**config.mk**
```make
export PLATFORM = sky130hd
export DESIGN_NAME = counter_enable_gen
export DESIGN_NICKNAME = d
export VERILOG_FILES = /design/src/rtl/counter_enable_gen.sv
export SDC_FILE = /design/constraint.sdc
export NUM_CORES = 1
export LEC_CHECK = 0
export CAP_MARGIN = 20
export CORE_ASPECT_RATIO = 0.5
export CORE_UTILIZATION = 45
export DETAILED_ROUTE_END_ITERATION = 10
export PLACE_DENSITY_LB_ADDON = 0.12
export SYNTH_ARGS = -nofsm -noshare
export SYNTH_HDL_FRONTEND = slang
export SYNTH_SLANG_ARGS = --single-unit
```
**constraint.sdc**
```tcl
create_clock -name clock -period 2.2 [get_ports clock]
set_clock_uncertainty 0.05 [all_clocks]
set_input_delay 0.66 -clock clock [delete_from_list [all_inputs] [get_ports clock]]
set_output_delay 0.66 -clock clock [all_outputs]
set_load 0.02 [all_outputs]
```
**src/rtl/counter_enable_gen.sv**
```systemverilog
// counter_enable_gen: turns start/stop/hold commands into a prescaled train of
// one-cycle enable pulses for a downstream up-counter. Runs either a burst of
// burst_len pulses or free-runs (burst_len == 0) until stopped.
module counter_enable_gen #(
  parameter int DIV_WIDTH = 4,
  parameter int LEN_WIDTH = 8
) (
  input  logic                 clock,
  input  logic                 reset,
  input  logic                 start,
  input  logic                 stop,
  input  logic                 hold,
  input  logic [DIV_WIDTH-1:0] div,
  input  logic [LEN_WIDTH-1:0] burst_len,
  output logic                 enable,
  output logic                 busy,
  output logic                 done,
  output logic [LEN_WIDTH-1:0] pulses_left
);

  typedef enum logic [1:0] {IDLE, RUN, PAUSE} state_t;

  state_t               state, state_nxt;
  logic [DIV_WIDTH-1:0] cnt, cnt_nxt;
  logic [DIV_WIDTH-1:0] div_q, div_q_nxt;
  logic                 enable_nxt, busy_nxt, done_nxt;
  logic [LEN_WIDTH-1:0] left_nxt;
  logic                 at_div;
  logic                 last_pulse;
  logic                 free_run;

  assign at_div     = (cnt == div_q);
  assign last_pulse = (pulses_left == LEN_WIDTH'(1));
  // A burst run leaves RUN on the edge its count reaches zero, so a zero
  // count while running can only mean the run was latched as free-run.
  assign free_run   = (pulses_left == '0);

  // State and all outputs are registered together.
  always_ff @(posedge clock) begin
    if (reset) begin
      state       <= IDLE;
      cnt         <= '0;
      div_q       <= '0;
      enable      <= 1'b0;
      busy        <= 1'b0;
      done        <= 1'b0;
      pulses_left <= '0;
    end else begin
      state       <= state_nxt;
      cnt         <= cnt_nxt;
      div_q       <= div_q_nxt;
      enable      <= enable_nxt;
      busy        <= busy_nxt;
      done        <= done_nxt;
      pulses_left <= left_nxt;
    end
  end

  // Next-state / next-output decode; stop beats hold beats pulse issue.
  always_comb begin
    state_nxt  = state;
    cnt_nxt    = cnt;
    div_q_nxt  = div_q;
    enable_nxt = 1'b0;
    done_nxt   = 1'b0;
    busy_nxt   = busy;
    left_nxt   = pulses_left;
    case (state)
      IDLE: begin
        if (start && !stop) begin
          state_nxt = RUN;
          busy_nxt  = 1'b1;
          div_q_nxt = div;
          left_nxt  = burst_len;
          cnt_nxt   = '0;
        end
      end
      RUN: begin
        if (stop) begin
          state_nxt = IDLE;
          busy_nxt  = 1'b0;
          left_nxt  = '0;
        end else if (hold) begin
          state_nxt = PAUSE;
        end else if (at_div) begin
          enable_nxt = 1'b1;
          cnt_nxt    = '0;
          if (last_pulse) begin
            left_nxt  = '0;
            done_nxt  = 1'b1;
            busy_nxt  = 1'b0;
            state_nxt = IDLE;
          end else if (!free_run) begin
            left_nxt = pulses_left - 1'b1;
          end
        end else begin
          cnt_nxt = cnt + 1'b1;
        end
      end
      PAUSE: begin
        if (stop) begin
          state_nxt = IDLE;
          busy_nxt  = 1'b0;
          left_nxt  = '0;
        end else if (!hold) begin
          // The resume edge still counts toward the period, so a hold of N
          // cycles delays the next pulse by exactly N. A pulse is never
          // issued here; if already at the terminal count it fires next edge.
          state_nxt = RUN;
          if (!at_div) cnt_nxt = cnt + 1'b1;
        end
      end
      default: begin
        state_nxt = IDLE;
        busy_nxt  = 1'b0;
        left_nxt  = '0;
      end
    endcase
  end

endmodule

```
==> results of run 1 <==
[placed cells by master, fill, tap and decap left out, types with 2 or more instances in the layout]
master	synthesis	final
a211o_1	3	3
a211oi_1	4	3
a21bo_2	2	2
a21o_1	2	2
a21oi_1	13	13
and2_1	2	2
and2b_1	2	2
buf_4	0	20
clkbuf_8	0	3
clkdlybuf4s50_1	0	26
dfxtp_1	21	20
ha_1	8	8
inv_1	5	5
mux2i_1	7	7
nand2_1	12	12
nand2b_1	4	4
nand3_1	3	3
nand3b_1	2	2
nor2_1	13	13
nor3_1	2	2
o21ai_0	11	11
or3_1	2	2
or4_1	3	3
xnor2_1	6	6
[metrics by stage]
stage               power (W)  instances  cell area, sq um
detailed placement    0.00139        232              1760
floorplan             0.00106        152              1320
global placement      0.00137        232              1760
global route          0.00181        236              1840
finish                0.00169        236              1840
CTS                   0.00168        236              1820
[registers in the layout, indices dropped and copies added (netlist names)]
| register | cells |
|---|---|
| busy | 1 |
| pulses_left | 8 |
| state | 2 |
| enable | 1 |
| div_q | 4 |
| cnt | 4 |
| done | 1 |
[Yosys cell counts (3+ instances only)]
cell	count	area share [%]
a211o_1	3	2.0
a211oi_1	4	2.3
a21oi_1	13	4.9
dfxtp_1	21	32
ha_1	8	7.6
inv_1	5	1.4
mux2i_1	7	5.3
nand2_1	12	3.4
nand2b_1	4	1.9
nand3_1	3	1.1
nor2_1	13	3.7
o21ai_0	11	4.2
or4_1	3	1.7
xnor2_1	6	4.0
[cell families (layout without fill, tap and decap cells)]
family,after synthesis,after routing,share of synthesized area (%)
simple gates,55,55,22.8
xor+xnor,6,6,3.98
buf+inv,9,56,3.23
mux,7,7,5.31
compound gates,46,46,25.2
flops,21,21,31.9
fa+ha+maj,8,8,7.59
[where the power goes]
group	switching [W]	internal [W]
Sequential	0.0000559	0.000442
Combinational	0.000479	0.000442
Clock	0.000142	0.000127
[worst max-delay path, cell delays in order]
cell	delay (ns)
clkdlybuf4s50_1	0.44
o22a_1	0.21
a211o_1	0.30
buf_4	0.15
a211o_1	0.28
o311ai_2	0.13
nor2_1	0.09
[per-layer routing]
layer  part of all wire [%]  up-vias
met4                    1.2        0
met1                     47      605
li1                       -      658
met3                    4.7        5
met2                     47       36
met5                      0        -
[final cells by class]
cell class,count,share of cell area [%]
multi-input cells,122,48.1
flip-flops and latches,21,23.0
repair buffers,47,22.8
well taps,37,2.52
clock buffers,3,2.25
inverters,5,1.02
clock inverters,1,0.273
[path summary, 6_finish.rpt]
check	end	startpoint	slack, ns	cells past startpoint
hold reg to reg	busy	busy	0.41	2
hold / removal	busy	busy	0.41	2
setup / recovery	cnt[0]	hold	0.04	7
setup reg to reg	pulses_left[6]	pulses_left[1]	0.16	7
[repair_timing]
item | CTS | global route
endpoints found under the setup margin | 11 | 3
resized for setup | 5 | 3
pin swaps | 2 | 1
==> results.yml, run 1 <==
grt:
  grt_overflow: 0
  grtUsageMet3_pct: 6.14
  first_global_vias: 1164
  grt_util_met2_pct: 43.5
  grt_pass1_wl_um: 5460
  antenna_found_initial: 0
  grt_max_degree: 13
  use_met1_pct: 28.4
  grt_usage_pct: 23.8
  grt.busiest_layer: "met2"
sta:
  hold_violations: 0
  rsz0062_at_grt: "true"
  hold_ws_ns: 0.413
  final.setup.worst_slack_ns: 0.0400
  fmax_mhz: 463
  maxSlewViolCount: 0
  slew_headroom_pct: 62.4
  tightest_slew_ns: 0.563
  fin_crit_ns: 2.16
  finalCritPeriodShare_pct: 98.2
  setup_viol: 0
  fin_tns_setup_ns: 0
setup_path:
  crit_type: "input pin to flop"
  cp-end-kind: "flop"
  crit_path_start_kind: "input pin"
  crit_required_ns: 2.30
  path_max_fanout: 4
  worstPathArrival_ns: 2.26
yosys:
  ys.flop_type: "dfxtp_1"
  synth_edf_count: 0
  syn_inst: 152
  ys.warnings.count: 0
  synthArstFlopShare_pct: 0
  avgSynthCellArea_sq_um: 8.68
  syn-num-nets: 177
  netlist_area_sq_um: 1320
  ys_seq_area_share_pct: 31.9
  yosys_register_bits: 21
  synth_cell_type_count: 43
cts:
  cts_tree: "yes"
  numCtsBuffers: 3
  holdBufCountCts: 0
  clk_pin_slew_ns: 0.08
  insertion_delay_ns: 0.27
  cts_num_sinks: 21
  cts_buffer_depth: 2
  htree_num_levels: 1
  postCtsSetupRepairBufs: 0
  cts_root_buf: "clkbuf_8"
drt:
  route.detailed.drc: 0
  dr.pass1.iters: 4
  vias_per_cell: 5.53
  drt_iter0_markers: 65
  ant_nets: 0
  wirelength_um: 3210
  vias: 1304
  wire_per_inst_um: 13.6
status:
  status: "finished, final reports clean"
placed_design:
  place_hpwl_um: 2370
  place_ws_ns: -0.444
  gp_congestion: 0.820
  portBuffers: 27
die:
  dieHeight_um: 40.3
  row_count: 13
  ios: 28
  die_area_sq_um: 3160
  fp.coreArea_sq_um: 2680
  start_util_pct: 49.1
  die-width_um: 78.6
min_path:
  hold_class: "flop to flop"
pwr:
  power.density_nw_per_um2: 919
  peakVddDrop_mv: 0.484
  leakagePower_nw: 0.756
cells_and_area:
  multi_input_area_sq_um: 883
  fin_util_pct: 68.4
  n_fill_cell: 253
  drive_gt1_share_pct: 19.1
  num-nets-final: 225
  area_growth_pct: 39.2
  antenna_cells: 0
  ff_latch_area_sq_um: 422
job:
  drv_cap: 0
Power figures use the tool's default switching activity.
==> run 2, diff against run 1 <==
Settings changed: REMOVE_ABC_BUFFERS set to 1.
==> run 2 against run 1 <==
Sequential share of layout area down 0.094 points. Count of clock-buffer cells in the layout up 1. Cell count unchanged. Combinational power up 0.4%. Global-route usage down 1.3 points. Sequential power up 0.8%. Cell area up 0.41%. First-iteration DRC count down 42%. Critical path depth up 1. Non-clock buffer count unchanged. Highest routed layer unchanged.
==> results.yml, run 2 (synthesis results as in run 1) <==
status:
  status: "finished, final reports clean"
cells_and_area:
  fin_util_pct: 68.7
  area_growth_pct: 39.8
  n_fill_cell: 234
  antenna_cells: 0
  multi_input_area_sq_um: 892
  layout.cells.non_filler: 236
  num-nets-final: 225
  top_register: "pulses_left"
  largest_reg_flops: 8
  layout_common_cells: "clkdlybuf4s50_1, dfxtp_1, buf_4, nor2_1"
  drive_gt1_share_pct: 19.6
  ff_latch_area_sq_um: 422
  biggestRegsByFlops: "pulses_left: 8 flops, cnt: 4 flops, div_q: 4 flops"
  final_common_cell: "clkdlybuf4s50_1"
  design_area_sq_um: 1840
cts:
  cts_buffer_depth: 2
  htree_num_levels: 1
  cts_tree: "yes"
  insertion_delay_ns: 0.27
  clk_pin_slew_ns: 0.08
  numCtsBuffers: 3
  holdBufCountCts: 0
  postCtsSetupRepairBufs: 0
  cts_num_sinks: 21
  cts_root_buf: "clkbuf_8"
die:
  start_util_pct: 49.1
  ios: 28
  fp.coreArea_sq_um: 2680
  die-width_um: 78.6
  die_area_sq_um: 3160
  dieHeight_um: 40.3
  row_count: 13
min_path:
  min_to: "busy"
  hold_path_startpoint: "busy"
  hold_class: "flop to flop"
  min_path_cells: 2
pwr:
  finalPower_w: 0.00169
  leakagePower_nw: 0.757
  power.density_nw_per_um2: 915
  peakVddDrop_mv: 0.548
placed_design:
  place_area_sq_um: 1760
  portBuffers: 27
  gp_congestion: 0.832
  dp.cells: 232
  place_hpwl_um: 2410
job:
  drv_cap: 0
setup_path:
  worstPathArrival_ns: 2.28
  path_max_fanout: 5
  crit_path_start_kind: "input pin"
  cp-end-kind: "flop"
  timing.rr.start: "pulses_left[1]"
  crit_required_ns: 2.34
  crit_type: "input pin to flop"
  timing.rr.end: "pulses_left[6]"
  r2r_setup_slack_ns: 0.09
  ff2ff_path_depth: 7
drt:
  dr.pass1.iters: 4
  vias_per_cell: 5.36
  wirelength_um: 3210
  ant_nets: 0
  wire_per_inst_um: 13.6
  route.detailed.drc: 0
  drt_iter0_markers: 38
  vias: 1266
sta:
  slew_headroom_pct: 65.2
  fmax_mhz: 466
  fin_crit_ns: 2.14
  rsz0062_at_grt: "true"
  hold_violations: 0
  hold_ws_ns: 0.415
  maxSlewViolCount: 0
  finalCritPeriodShare_pct: 97.5
  setup_viol: 0
  tightest_slew_ns: 0.520
grt:
  first_global_vias: 1161
  grt_pass1_wl_um: 5290
  antenna_found_initial: 0
  grt_max_degree: 12
  grt_usage_pct: 22.4
  grt_overflow: 0
-- run 2: changes by cell type in the layout (fill, tap and decap cells not counted), sizes merged --
cell    before  now
clkbuf       3    4
clkinv       1    0
-- run 2: how the worst max path moves through the flow --
stage | from | end | cells past startpoint
floorplan | pulses_left[0] | pulses_left[6] | 7
global placement | stop | cnt[0] | 5
detailed placement | stop | cnt[3] | 5
CTS | pulses_left[5] | pulses_left[5] | 1
global route | start | pulses_left[0] | 8
finish | hold | pulses_left[0] | 8
-- run 2: worst max-delay path, cell delays in order --
cell and delay, ns:
clkdlybuf4s50_1 0.44, buf_4 0.17, a21oi_2 0.14, o2bb2ai_1 0.10
a221o_1 0.29, buf_4 0.15, buf_4 0.13, a211oi_1 0.20
-- run 2: routing by layer --
layer	share of wire, %	track usage [%]	up-vias	wire, um
met3	2.9	4.77	4	94
li1	-	-	653	-
met4	0.81	5.56	0	26
met5	0	0	-	0
met1	50	27.0	592	1610
met2	46	42.8	17	1470
-- run 2: cell type report --
class	count	share of cell area (%)
repair buffers	47	22.7
flip-flops and latches	21	22.9
inverters	5	1.02
multi-input cells	122	48.4
well taps	37	2.51
clock buffers	4	2.44
-- run 2: per-stage QoR --
| step | setup TNS [ns] | setup WS (ns) |
|---|---|---|
| 5_1_grt | -0.0198 | -0.0198 |
| 2_1_floorplan | 0 | 0.0775 |
| 3_5_place_dp | -5.14 | -0.586 |
| 4_1_cts | 0 | 0.00763 |
| 3_3_place_gp | -4.19 | -0.454 |
| 6_report | 0 | 0.0555 |
-- run 2: repair_timing --
item	in CTS	in global routing
gates resized for setup	5	6
hold endpoints to repair	0	0
setup endpoints to repair	11	7
-- run 2: report_power, final --
| part | switching (W) | internal, W |
|---|---|---|
| Sequential | 0.0000596 | 0.000442 |
| Combinational | 0.000481 | 0.000444 |
| Clock | 0.000131 | 0.000129 |
| Total | 0.000672 | 0.00102 |
